File: src/rtl/shift_pkg.sv
// Shared definitions for the serial-to-parallel receiver: mode encodings,
// FSM state enum and a small mode-decode helper.
package shift_pkg;

  localparam logic [1:0] MODE_IDLE = 2'b00;
  localparam logic [1:0] MODE_SL   = 2'b01;
  localparam logic [1:0] MODE_SR   = 2'b10;

  typedef enum logic {
    ST_IDLE = 1'b0,
    ST_RX   = 1'b1
  } state_e;

  // True for the two receiving modes; 00 and the reserved 11 both mean idle.
  function automatic logic is_rx_mode(input logic [1:0] mode);
    return (mode == MODE_SL) || (mode == MODE_SR);
  endfunction

endpackage

File: src/rtl/shift_rx_obuf.sv
// Output word register with valid/ready handshake and sticky overrun flag.
// Ports:
//   clk_i, rst_i   clock, asynchronous active-high reset
//   load_i         a word completed this cycle (word_i holds it)
//   word_i         completed word
//   clr_ovr_i      clear the sticky overrun flag (receiver returning to idle)
//   ready_i        consumer accept
//   parallel_o     held word
//   valid_o        parallel_o holds an unconsumed word
//   overrun_o      a completed word was dropped while the held word was stalled
module shift_rx_obuf #(
  parameter int unsigned BIT_WIDTH = 8
) (
  input  logic                 clk_i,
  input  logic                 rst_i,
  input  logic                 load_i,
  input  logic [BIT_WIDTH-1:0] word_i,
  input  logic                 clr_ovr_i,
  input  logic                 ready_i,
  output logic [BIT_WIDTH-1:0] parallel_o,
  output logic                 valid_o,
  output logic                 overrun_o
);

  logic [BIT_WIDTH-1:0] parallel_q, parallel_d;
  logic                 valid_q, valid_d;
  logic                 overrun_q, overrun_d;

  // Next-state for the held word, its valid flag and the overrun flag.
  always_comb begin
    parallel_d = parallel_q;
    valid_d    = valid_q;
    overrun_d  = overrun_q;
    if (load_i) begin
      // A held word that is being accepted this same edge frees the slot.
      if (!valid_q || ready_i) begin
        parallel_d = word_i;
        valid_d    = 1'b1;
      end else begin
        overrun_d  = 1'b1;
      end
    end else if (valid_q && ready_i) begin
      valid_d = 1'b0;
    end
    if (clr_ovr_i) begin
      overrun_d = 1'b0;
    end
  end

  // Output register state.
  always_ff @(posedge clk_i or posedge rst_i) begin
    if (rst_i) begin
      parallel_q <= '0;
      valid_q    <= 1'b0;
      overrun_q  <= 1'b0;
    end else begin
      parallel_q <= parallel_d;
      valid_q    <= valid_d;
      overrun_q  <= overrun_d;
    end
  end

  assign parallel_o = parallel_q;
  assign valid_o    = valid_q;
  assign overrun_o  = overrun_q;

endmodule

File: src/rtl/shift_rx.sv
// Serial-to-parallel receiver: shifts qualified serial bits MSB-first or
// LSB-first into a word and hands completed words to a double-buffered
// output register with a valid/ready handshake.
// Ports:
//   clk_i, rst_i     clock, asynchronous active-high reset
//   en_i             receive enable (shifter and bit counter hold when low)
//   mode_i           00 idle/flush, 01 MSB-first, 10 LSB-first, 11 idle
//   serial_i         serial bit, used when en_i && serial_valid_i in RX
//   serial_valid_i   qualifies serial_i
//   parallel_o       last completed word
//   valid_o          parallel_o holds an unconsumed word
//   ready_i          consumer accept
//   overrun_o        sticky: a completed word was dropped
//   bit_count_o      bits collected in the current partial word
module shift_rx
  import shift_pkg::*;
#(
  parameter int unsigned BIT_WIDTH = 8
) (
  input  logic                               clk_i,
  input  logic                               rst_i,
  input  logic                               en_i,
  input  logic [1:0]                         mode_i,
  input  logic                               serial_i,
  input  logic                               serial_valid_i,
  output logic [BIT_WIDTH-1:0]               parallel_o,
  output logic                               valid_o,
  input  logic                               ready_i,
  output logic                               overrun_o,
  output logic [$clog2(BIT_WIDTH+1)-1:0]     bit_count_o
);

  localparam int unsigned CNT_W = $clog2(BIT_WIDTH + 1);
  localparam logic [CNT_W-1:0] LAST_CNT = CNT_W'(BIT_WIDTH - 1);

  state_e               state_q, state_d;
  logic [1:0]           mode_q, mode_d;
  logic [BIT_WIDTH-1:0] shift_q, shift_d;
  logic [BIT_WIDTH-1:0] shifted_c;
  logic [CNT_W-1:0]     cnt_q, cnt_d;
  logic                 word_done_c;
  logic                 clr_ovr_c;

  // Shifter contents after taking serial_i in the active direction.
  always_comb begin
    if (mode_q == MODE_SR) begin
      shifted_c = {serial_i, shift_q[BIT_WIDTH-1:1]};
    end else begin
      shifted_c = {shift_q[BIT_WIDTH-2:0], serial_i};
    end
  end

  // FSM next-state, shifter and bit counter.
  always_comb begin
    state_d     = state_q;
    mode_d      = mode_q;
    shift_d     = shift_q;
    cnt_d       = cnt_q;
    word_done_c = 1'b0;
    clr_ovr_c   = 1'b0;
    case (state_q)
      ST_IDLE: begin
        // The entry cycle only latches the direction; no bit is taken.
        if (en_i && is_rx_mode(mode_i)) begin
          state_d = ST_RX;
          mode_d  = mode_i;
          shift_d = '0;
          cnt_d   = '0;
        end
      end
      ST_RX: begin
        if (en_i) begin
          if (!is_rx_mode(mode_i)) begin
            state_d   = ST_IDLE;
            mode_d    = MODE_IDLE;
            shift_d   = '0;
            cnt_d     = '0;
            clr_ovr_c = 1'b1;
          end else if (mode_i != mode_q) begin
            // Direction flip: drop the partial word, skip this cycle's bit.
            mode_d  = mode_i;
            shift_d = '0;
            cnt_d   = '0;
          end else if (serial_valid_i) begin
            if (cnt_q == LAST_CNT) begin
              word_done_c = 1'b1;
              shift_d     = '0;
              cnt_d       = '0;
            end else begin
              shift_d = shifted_c;
              cnt_d   = cnt_q + CNT_W'(1);
            end
          end
        end
      end
      default: begin
        state_d = ST_IDLE;
      end
    endcase
  end

  // Receiver state registers.
  always_ff @(posedge clk_i or posedge rst_i) begin
    if (rst_i) begin
      state_q <= ST_IDLE;
      mode_q  <= MODE_IDLE;
      shift_q <= '0;
      cnt_q   <= '0;
    end else begin
      state_q <= state_d;
      mode_q  <= mode_d;
      shift_q <= shift_d;
      cnt_q   <= cnt_d;
    end
  end

  assign bit_count_o = cnt_q;

  shift_rx_obuf #(
    .BIT_WIDTH (BIT_WIDTH)
  ) u_obuf (
    .clk_i      (clk_i),
    .rst_i      (rst_i),
    .load_i     (word_done_c),
    .word_i     (shifted_c),
    .clr_ovr_i  (clr_ovr_c),
    .ready_i    (ready_i),
    .parallel_o (parallel_o),
    .valid_o    (valid_o),
    .overrun_o  (overrun_o)
  );

endmodule

File: config.mk
export PLATFORM = sky130hd
export DESIGN_NAME = shift_rx
export DESIGN_NICKNAME = d
export VERILOG_FILES = /design/src/rtl/shift_pkg.sv /design/src/rtl/shift_rx_obuf.sv /design/src/rtl/shift_rx.sv
export SDC_FILE = /design/constraint.sdc
export NUM_CORES = 1
export LEC_CHECK = 0
export CORE_MARGIN = 2
export CORE_UTILIZATION = 60
export DETAILED_ROUTE_END_ITERATION = 8
export DONT_BUFFER_PORTS = 1
export PLACE_DENSITY = 0.73
export SYNTH_ARGS = -nofsm -noshare
export SYNTH_HDL_FRONTEND = slang
export SYNTH_SLANG_ARGS = --single-unit
File: constraint.sdc
create_clock -name clk_i -period 4.1 [get_ports clk_i]
set_clock_uncertainty 0.2 [all_clocks]
set_input_delay 0.205 -clock clk_i [delete_from_list [all_inputs] [get_ports clk_i]]
set_output_delay 0.205 -clock clk_i [all_outputs]
set_load 0.01 [all_outputs]
After elaboration in Yosys (flattened, before gate mapping) --
Index checks and enable logic that the tools add are counted. Widths: inputs -> output; s select.
Storage, ports and cells: bits in registers 25, latch bits 0, RAM bits 0, bits in read-only memories 0, bits of input ports 8, logic and storage cells 71, memories 0
Cells by class: add/sub/neg operators 1, multipliers 0, divide/modulo/power cells 0, $lt $le $gt $ge 0, equality and inequality tests 11, shift operators 0, multiplexer cells 39, bitwise gates (word level) 1, reductions and logical operators 12
Operators by type and width (number):
- $mux 8 | 7
- $mux 4 | 6
- $mux 1 | 18
- $pmux 8 s2 | 1
- $mux 2 | 4
- $ne 2x2->1 const B | 4
- $pmux 4 s2 | 1
- $reduce_and 2->1 | 3
- $reduce_and 3->1 | 2
- $add 4x1->4 const B | 1
- $eq 2x2->1 const B | 2
- $eq 4x3->1 const B | 1
- $ne 4x3->1 const B | 1
- $pmux 2 s2 | 1
- $reduce_bool 2->1 | 2
- $ne 3x2->1 const B | 1
- $eq 2x1->1 const B | 1
- $logic_and 1x1->1 | 2
- $logic_or 1x1->1 | 2
- $ne 2x2->1 | 1
- $pmux 1 s2 | 1
- $logic_not 1->1 | 1
- $not 1->1 | 1

Logic depth before layout (Yosys ltp) --
Gate-level depths: netlist (run 1).
depth after elaboration 9, gate-level depth with buffers 6, gate-level depth less buffers 6

Hierarchy --
Synthesis (run 1) repeated with hierarchy kept, for this count alone.
Second synthesis, totals: cell total of the unflattened synthesis 110, area total of the unflattened synthesis 1325.0 um^2
Modules (own cells, without submodules):
- shift_rx | times used 1, cells an instance 85, area each 904.6 um^2, sequential area each 375.4 um^2
- shift_rx_obuf | times used 1, cells an instance 25, area each 420.4 um^2, sequential area each 250.2 um^2

Least setup slack after synthesis (run 1) --
Ideal clock, no wire load.
path type input-to-reg, start point input mode_i[0], end point register u_obuf.parallel_q[6] (netlist: u_obuf.parallel_o[6]), library setup time 125 ps, data arrival time 1653 ps, slack 2122 ps, stages 6, path through inv_1 ha_1 nand2b_4 nor4_4 nand3_4 mux2_4
Between the ends: cells in the longest elaborated chain, start to end 6, elaborated cells on any way between the ends 9, classes of those cells 3 x eq/ne; 4 x mux; 2 x reduce/logical
RTL lines:
- start: declaration | line shift_rx.sv:23 | input logic [1:0] mode_i,
- $ne 2x2->1, or another cell as far along | line shift_rx.sv:79 | end else if (mode_i != mode_q) begin
- $mux 1 or $logic_or 1x1->1 (tied branches) | line shift_rx.sv:79, shift_pkg.sv:16
- $mux 1 * | line shift_rx.sv:73 | if (!is_rx_mode(mode_i)) begin
- $mux 1 * | line shift_rx.sv:72 | if (en_i) begin
- $mux 1 * | line shift_rx.sv:61 | case (state_q)
- $reduce_and 2->1 (no line) *
- end signal: assignment | line shift_rx_obuf.sv:57 | parallel_q <= parallel_d;
- end: declaration | line shift_rx_obuf.sv:25 | logic [BIT_WIDTH-1:0] parallel_q, parallel_d;
Every way passes the cells marked *; elsewhere a longest branch is shown, timed or not. A chain may end at the register's enable or synchronous reset.

Worst setup path in the final report (run 1) --
start point input mode_i[1], end point register shift_q[0]
Between the ends: cells in the longest elaborated chain, start to end 5, elaborated cells on any way between the ends 12, classes of those cells 5 x eq/ne; 4 x mux; 3 x reduce/logical
RTL lines:
- $ne 2x2->1, or another cell as far along | line shift_rx.sv:79
- $mux 8 or $logic_or 1x1->1 (tied branches) | line shift_rx.sv:79, shift_pkg.sv:16
- $mux 8 or $logic_and 1x1->1 (tied branches) | line shift_rx.sv:73, shift_rx.sv:64
- $mux 8 or $ne 2x2->1 (tied branches)
- $pmux 8 s2 or $reduce_and 3->1 (tied branches)
- end signal: assignment | line shift_rx.sv:112 | shift_q <= shift_d;
- end: declaration | line shift_rx.sv:38 | logic [BIT_WIDTH-1:0] shift_q, shift_d;
Several ways; a longest one is shown, not always the timed one. The select of a mux whose other input is x is not followed.

==> qor.csv, run 1 <==
metric,value,unit
status,completed,
seq_area,625.6,µm²
cts.sinks,25,
grt_pass1_wl,3677,µm
vdd_drop_max,0.2482,mV
ys_ff_latch,25,
die_area,2453,µm²
num_antenna_cells,0,
postLayoutCellArea,1371,µm²
io_buffers,0,
grtUsageMet2,0.3444,
fin_hold_ws,0.007368,ns
gr-max-usage-layer,met2,
power.density,329.3,nW/µm²
slew_headroom,0.3727,
track_usage,0.2000,
power.leakage,0.0006894,µW
synth-edff-count,0,
wirelength,2161,µm
fin_crit,2.764,ns
h-tree-depth,1,
yosys-top-cells-area,"dfrtp_1 (50%), mux2i_1 (11%), o2bb2ai_1 (4.9%)",
fin_ws,1.336,ns
area_growth_syn_to_layout,10.26,%
grt_pass1_vias,846,
dpl_cell_area,1265,µm²
yosysUniqueCellTypes,30,
synthTopCellsByCount,"dfrtp_1 (25), mux2i_1 (14), inv_1 (11)",
synth_top_area_frac,0.5030,
grt_antenna_before_repair,0,
r2r-start,mode_q[0]$_DFFE_PP0P_,
syn_inst,106,
synth-warning-count,0,
required,4.16,ns
hold_path_class,input pin to flip-flop,
multi_input_area,564.3,µm²
synth_ff_type,dfrtp_1,
clkSlewWorstSetupHoldPaths,0.13,ns
seq_area_frac_synth,0.5030,
num-fill-cells,170,
grt_max_degree,26,
synth.avg_cell_area,11.73,µm²
die_h,49.53,µm
clockBufferDepth,2,
die_x,49.53,µm
end_kind,flip-flop,
routed_via_density,5.671,
rsz0062_at_grt,false,
post-route-period-util,0.6742,
first_pass_iters,4,
vias,811,
cts_buffers,3,
min_path_cells,3,
rows,16,
finalHoldViolations,0,
dp_hpwl,1546,µm
post_cts_buffers,0,
met3_usage,0.03636,
finalPower,451.5,µW
ant_nets,0,
place_ws,1.944,ns
cts_tree,yes,
avgRoutedWirePerCell,15.11,µm
layout-drive-gt1-share,0.1293,
netlist_area,1244,µm²
ff2ff_path_depth,5,
initialDrtViolationCount,16,
pin_count,22,
max_cap_violations,0,
async_reset_ff_frac,1.000,
clock_latency,0.31,ns
core_area,1962,µm²
fmax,361.8,MHz
worst_pin_slew,0.9400,ns
criticalPathCategory,input pin to flip-flop,
syn_nets,117,
start_util,0.6339,
postCtsResizedCells,0,
setup_viol,0,
fin_tns_setup,0,ns
crit_start,mode_i[1],
slew_viol_final,0,
use_met1,0.2459,
cts_root_buf,clkbuf_4,
min_from,serial_valid_i,
gp_congestion,0.8130,
synth_most_common_cell,dfrtp_1,
drc,0,
grt_overflow_total,0,
nNetsFinal,128,
worst_setup_path_start_kind,input pin,
arrival,2.82,ns
yosysTopAreaCell,dfrtp_1,
cp_max_fo,7,
## where the power goes
part	total, µW	leakage (µW)	internal, µW	switching, µW
clock network	108	0.0000150	38.0	69.5
logic	79.3	0.000368	35.7	43.6
registers	265	0.000307	255	9.96
## cell families (layout without fill, tap and decap cells)
kind of cell,after synthesis,in the layout,synth area share
flops,25,25,0.5030
compound gates,23,23,0.1308
simple gates,21,21,0.1177
mux,19,19,0.1610
buf+inv,13,23,0.04326
fa+ha+maj,3,3,0.03018
xor+xnor,2,2,0.01409
## routing by layer
metal,routed length (µm),vias up,share of wire
met1,952,398,0.44
met3,77,2,0.036
met5,0,-,0
li1,-,396,-
met4,12,0,0.0056
met2,1118,15,0.52
## registers in the layout, summed over array words and instances (netlist names), named ones only
register           count
u_obuf.overrun_o       1
u_obuf.parallel_o      8
mode_q                 2
u_obuf.valid_o         1
bit_count_o            4
shift_q                8
## per-stage QoR
step	util	cells
floorplan	-	106
global placement	0.6448	131
detailed placement	0.6448	131
CTS	0.6990	143
global route	0.6990	143
finish	0.6990	143
## area by class of cell
| type | instances | area share |
|---|---|---|
| inverters | 11 | 0.03011 |
| flip-flops and latches | 25 | 0.4562 |
| clock buffers | 4 | 0.01916 |
| repair buffers | 8 | 0.05839 |
| multi-input cells | 68 | 0.4115 |
| well taps | 27 | 0.02463 |
## path summary, 6_finish.rpt
check / to / slack (ns)
max: shift_q[0]$_DFFE_PP0P_ / 1.34
min: bit_count_o[2]$_DFFE_PP0P_ / 0.007
max reg2reg: shift_q[0]$_DFFE_PP0P_ / 1.63
min reg2reg: shift_q[7]$_DFFE_PP0P_ / 0.33
max in group asynchronous: u_obuf.valid_o$_DFFE_PP0P_ / 2.80
min in group asynchronous: mode_q[1]$_DFFE_PP0P_ / 0.33
## timing repair
| action | in CTS | in global routing |
|---|---|---|
| hold endpoints to repair | 39 | 0 |
| endpoints found under the setup margin | 0 | 0 |
| hold buffers | 8 | 0 |
## cells in the final DEF (no fill, tap or decap)
cell	instances
dfrtp_1	25
mux2i_1	14
inv_1	11
nand2_1	9
dlygate4sd3_1	8
o2bb2ai_1	7
o21ai_0	5
mux2_2	4
a21oi_1	3
ha_1	3
clkbuf_4	3
xor2_1	2
nor2_1	2
nor3_1	2
a22o_1	2
nand2b_4	1
or3_4	1
o21a_1	1
o21ai_2	1
nor4_4	1
nand2b_1	1
a31oi_1	1
nand4_1	1
or4b_2	1
a21o_1	1
a2111oi_0	1
and2b_2	1
nand3_4	1
mux2_4	1
o21ai_1	1
clkbuf_1	1
## critical path, stage by stage
cell and delay (ns):
dlygate4sd3_1 0.54, ha_1 0.32, nand2b_4 0.17, nor4_4 0.47, o21ai_1 0.32, o2bb2ai_1 0.22, dlygate4sd3_1 0.57
Note: power is estimated with default switching activity, not from simulation.
==> run 2, diff against run 1 <==
--- a/config.mk
+++ b/config.mk
@@ -6,10 +6,10 @@
 export NUM_CORES = 1
 export LEC_CHECK = 0
 export CORE_MARGIN = 2
-export CORE_UTILIZATION = 60
+export CORE_UTILIZATION = 55
 export DETAILED_ROUTE_END_ITERATION = 8
 export DONT_BUFFER_PORTS = 1
-export PLACE_DENSITY = 0.73
+export PLACE_DENSITY = 0.7
 export SYNTH_ARGS = -nofsm -noshare
 export SYNTH_HDL_FRONTEND = slang
 export SYNTH_SLANG_ARGS = --single-unit
==> constraint.sdc (replaced) <==
create_clock -name clk_i -period 2.31 [get_ports clk_i]
set_clock_uncertainty 0.2 [all_clocks]
set_input_delay 0.1155 -clock clk_i [delete_from_list [all_inputs] [get_ports clk_i]]
set_output_delay 0.1155 -clock clk_i [all_outputs]
set_load 0.01 [all_outputs]
==> qor.csv, run 2 (same netlist as run 1, synthesis figures left out) <==
metric,value,unit,change
status,completed,,
clkSlewWorstSetupHoldPaths,0.14,ns,about the same
hold_path_class,input pin to async pin,,
required,2.39,ns,-1.77 ns
grt_antenna_before_repair,0,,unchanged
fin_tns_setup,0,ns,unchanged
dp_hpwl,1577,µm,+2.0%
rrSetupSlack,0.33,ns,-1.30 ns
cts_root_buf,clkbuf_4,,
grt_pass1_vias,750,,-11%
arrival,2.30,ns,-0.52 ns
die_area,2657,µm²,+8.3%
initialDrtViolationCount,3,,-13
slew_viol_final,0,,unchanged
nNetsFinal,130,,+1.6%
max_cap_violations,0,,unchanged
dp_cells,133,,+1.5%
rsz0062_at_grt,false,,
finalPower,822.5,µW,+82%
routed_via_density,5.575,,-1.7%
slew_headroom,0.6126,,+0.2400
first_pass_iters,4,,unchanged
vias,814,,+0.37%
io_buffers,0,,unchanged
cts_buffers,3,,unchanged
worst_setup_path_start_kind,input pin,,
criticalPathCategory,input pin to flip-flop,,
finalHoldViolations,0,,unchanged
drc,0,,unchanged
layout-drive-gt1-share,0.1441,,+0.01476
end_kind,flip-flop,,
rows,17,,+1
start_util,0.5732,,-0.06069
cts.sinks,25,,unchanged
avgRoutedWirePerCell,15.55,µm,+2.9%
mostFrequentLayoutCell,dfrtp_1,,
core_area,2170,µm²,+11%
cp_max_fo,10,,+3
power.density,590.1,nW/µm²,+79%
grt_overflow_total,0,,unchanged
r2r-start,mode_q[0]$_DFFE_PP0P_,,
gp_congestion,0.7832,,-3.7%
ff2ff_path_depth,4,,-1
clockBufferDepth,2,,unchanged
wirelength,2270,µm,+5.0%
num_antenna_cells,0,,unchanged
instances_no_fill,146,,+2.1%
ant_nets,0,,unchanged
track_usage,0.1904,,-0.009583
power.leakage,0.0006947,µW,+0.76%
die_h,51.55,µm,+4.1%
cts_tree,yes,,
area_growth_syn_to_layout,12.07,%,
h-tree-depth,1,,unchanged
post_cts_buffers,0,,unchanged
worst_pin_slew,0.5772,ns,-0.3628 ns
fin_hold_ws,0.04727,ns,+0.03990 ns
grt_pass1_wl,3594,µm,-2.3%
clock_latency,0.33,ns,+0.02 ns
fmax,451.6,MHz,
pin_count,22,,unchanged
grt_max_degree,26,,unchanged
setup_viol,0,,unchanged
final_cell_mix,"dfrtp_1 (25), mux2i_1 (14), inv_1 (11), nand2_1 (9), dlygate4sd3_1 (9)",,
vdd_drop_max,0.4343,mV,+75%
post-route-period-util,0.9585,,
fin_crit,2.214,ns,
die_x,51.55,µm,+4.1%
r2r-end,u_obuf.parallel_o[6]$_DFFE_PP0P_,,
run 2: changes by cell type in the layout (fill, tap and decap cells not counted), sizes merged:
cell and delta:
buf +1, clkbuf -1, clkinvlp +1, dlygate4sd3 +1
run 2: report_power, final:
part	total, µW	internal (µW)	switching, µW
clock network	208	66.4	142
logic	145	66.8	78.2
registers	469	452	17.3
total	823	585	237
run 2: worst max-delay path, stage by stage:
cell	delay, ns
dlygate4sd3_1	0.57
inv_1	0.06
ha_1	0.33
nand2b_4	0.17
or3_4	0.42
o21ai_2	0.40
mux2_2	0.24
run 2: cell type report:
class                           count  area [µm²]
Inverter                           11       41.29
Timing Repair Buffer               10       97.59
Multi-Input combinational cell     68       564.3
Clock inverter                      1       7.507
Sequential cell                    25       625.6
Fill cell                         172       775.7
Tap cell                           28       35.03
Clock buffer                        3       22.52
run 2: layer usage:
| layer | track usage | wire, µm |
|---|---|---|
| met1 | 0.2783 | 1124 |
| met2 | 0.2500 | 965 |
| met3 | 0.05747 | 126 |
| met4 | 0.1053 | 53 |
| met5 | 0 | 0 |
run 2: timing repair:
action	4_1_cts	5_1_grt
resized for setup	0	0
hold endpoints to repair	43	0
hold buffers	9	0
endpoints found under the setup margin	0	2
run 2: per-stage QoR:
stage / util / cell area (µm²) / setup WS (ns)
after global routing: 0.6424 / 1394 / 0.02574
after CTS: 0.6424 / 1394 / 0.05085
after global placement: 0.5871 / 1274 / 0.3253
final: 0.6424 / 1394 / 0.09586
after detailed placement: 0.5871 / 1274 / 0.2818
after floorplan: - / 1244 / 0.4211
run 2: worst max path at each step:
stage / startpoint / to
detailed placement: mode_i[0] / u_obuf.parallel_o[6]$_DFFE_PP0P_
global placement: mode_i[0] / u_obuf.parallel_o[6]$_DFFE_PP0P_
CTS: mode_i[0] / u_obuf.parallel_o[6]$_DFFE_PP0P_
finish: mode_i[0] / bit_count_o[0]$_DFFE_PP0P_
global route: mode_i[0] / bit_count_o[0]$_DFFE_PP0P_
floorplan: mode_i[0] / u_obuf.parallel_o[6]$_DFFE_PP0P_
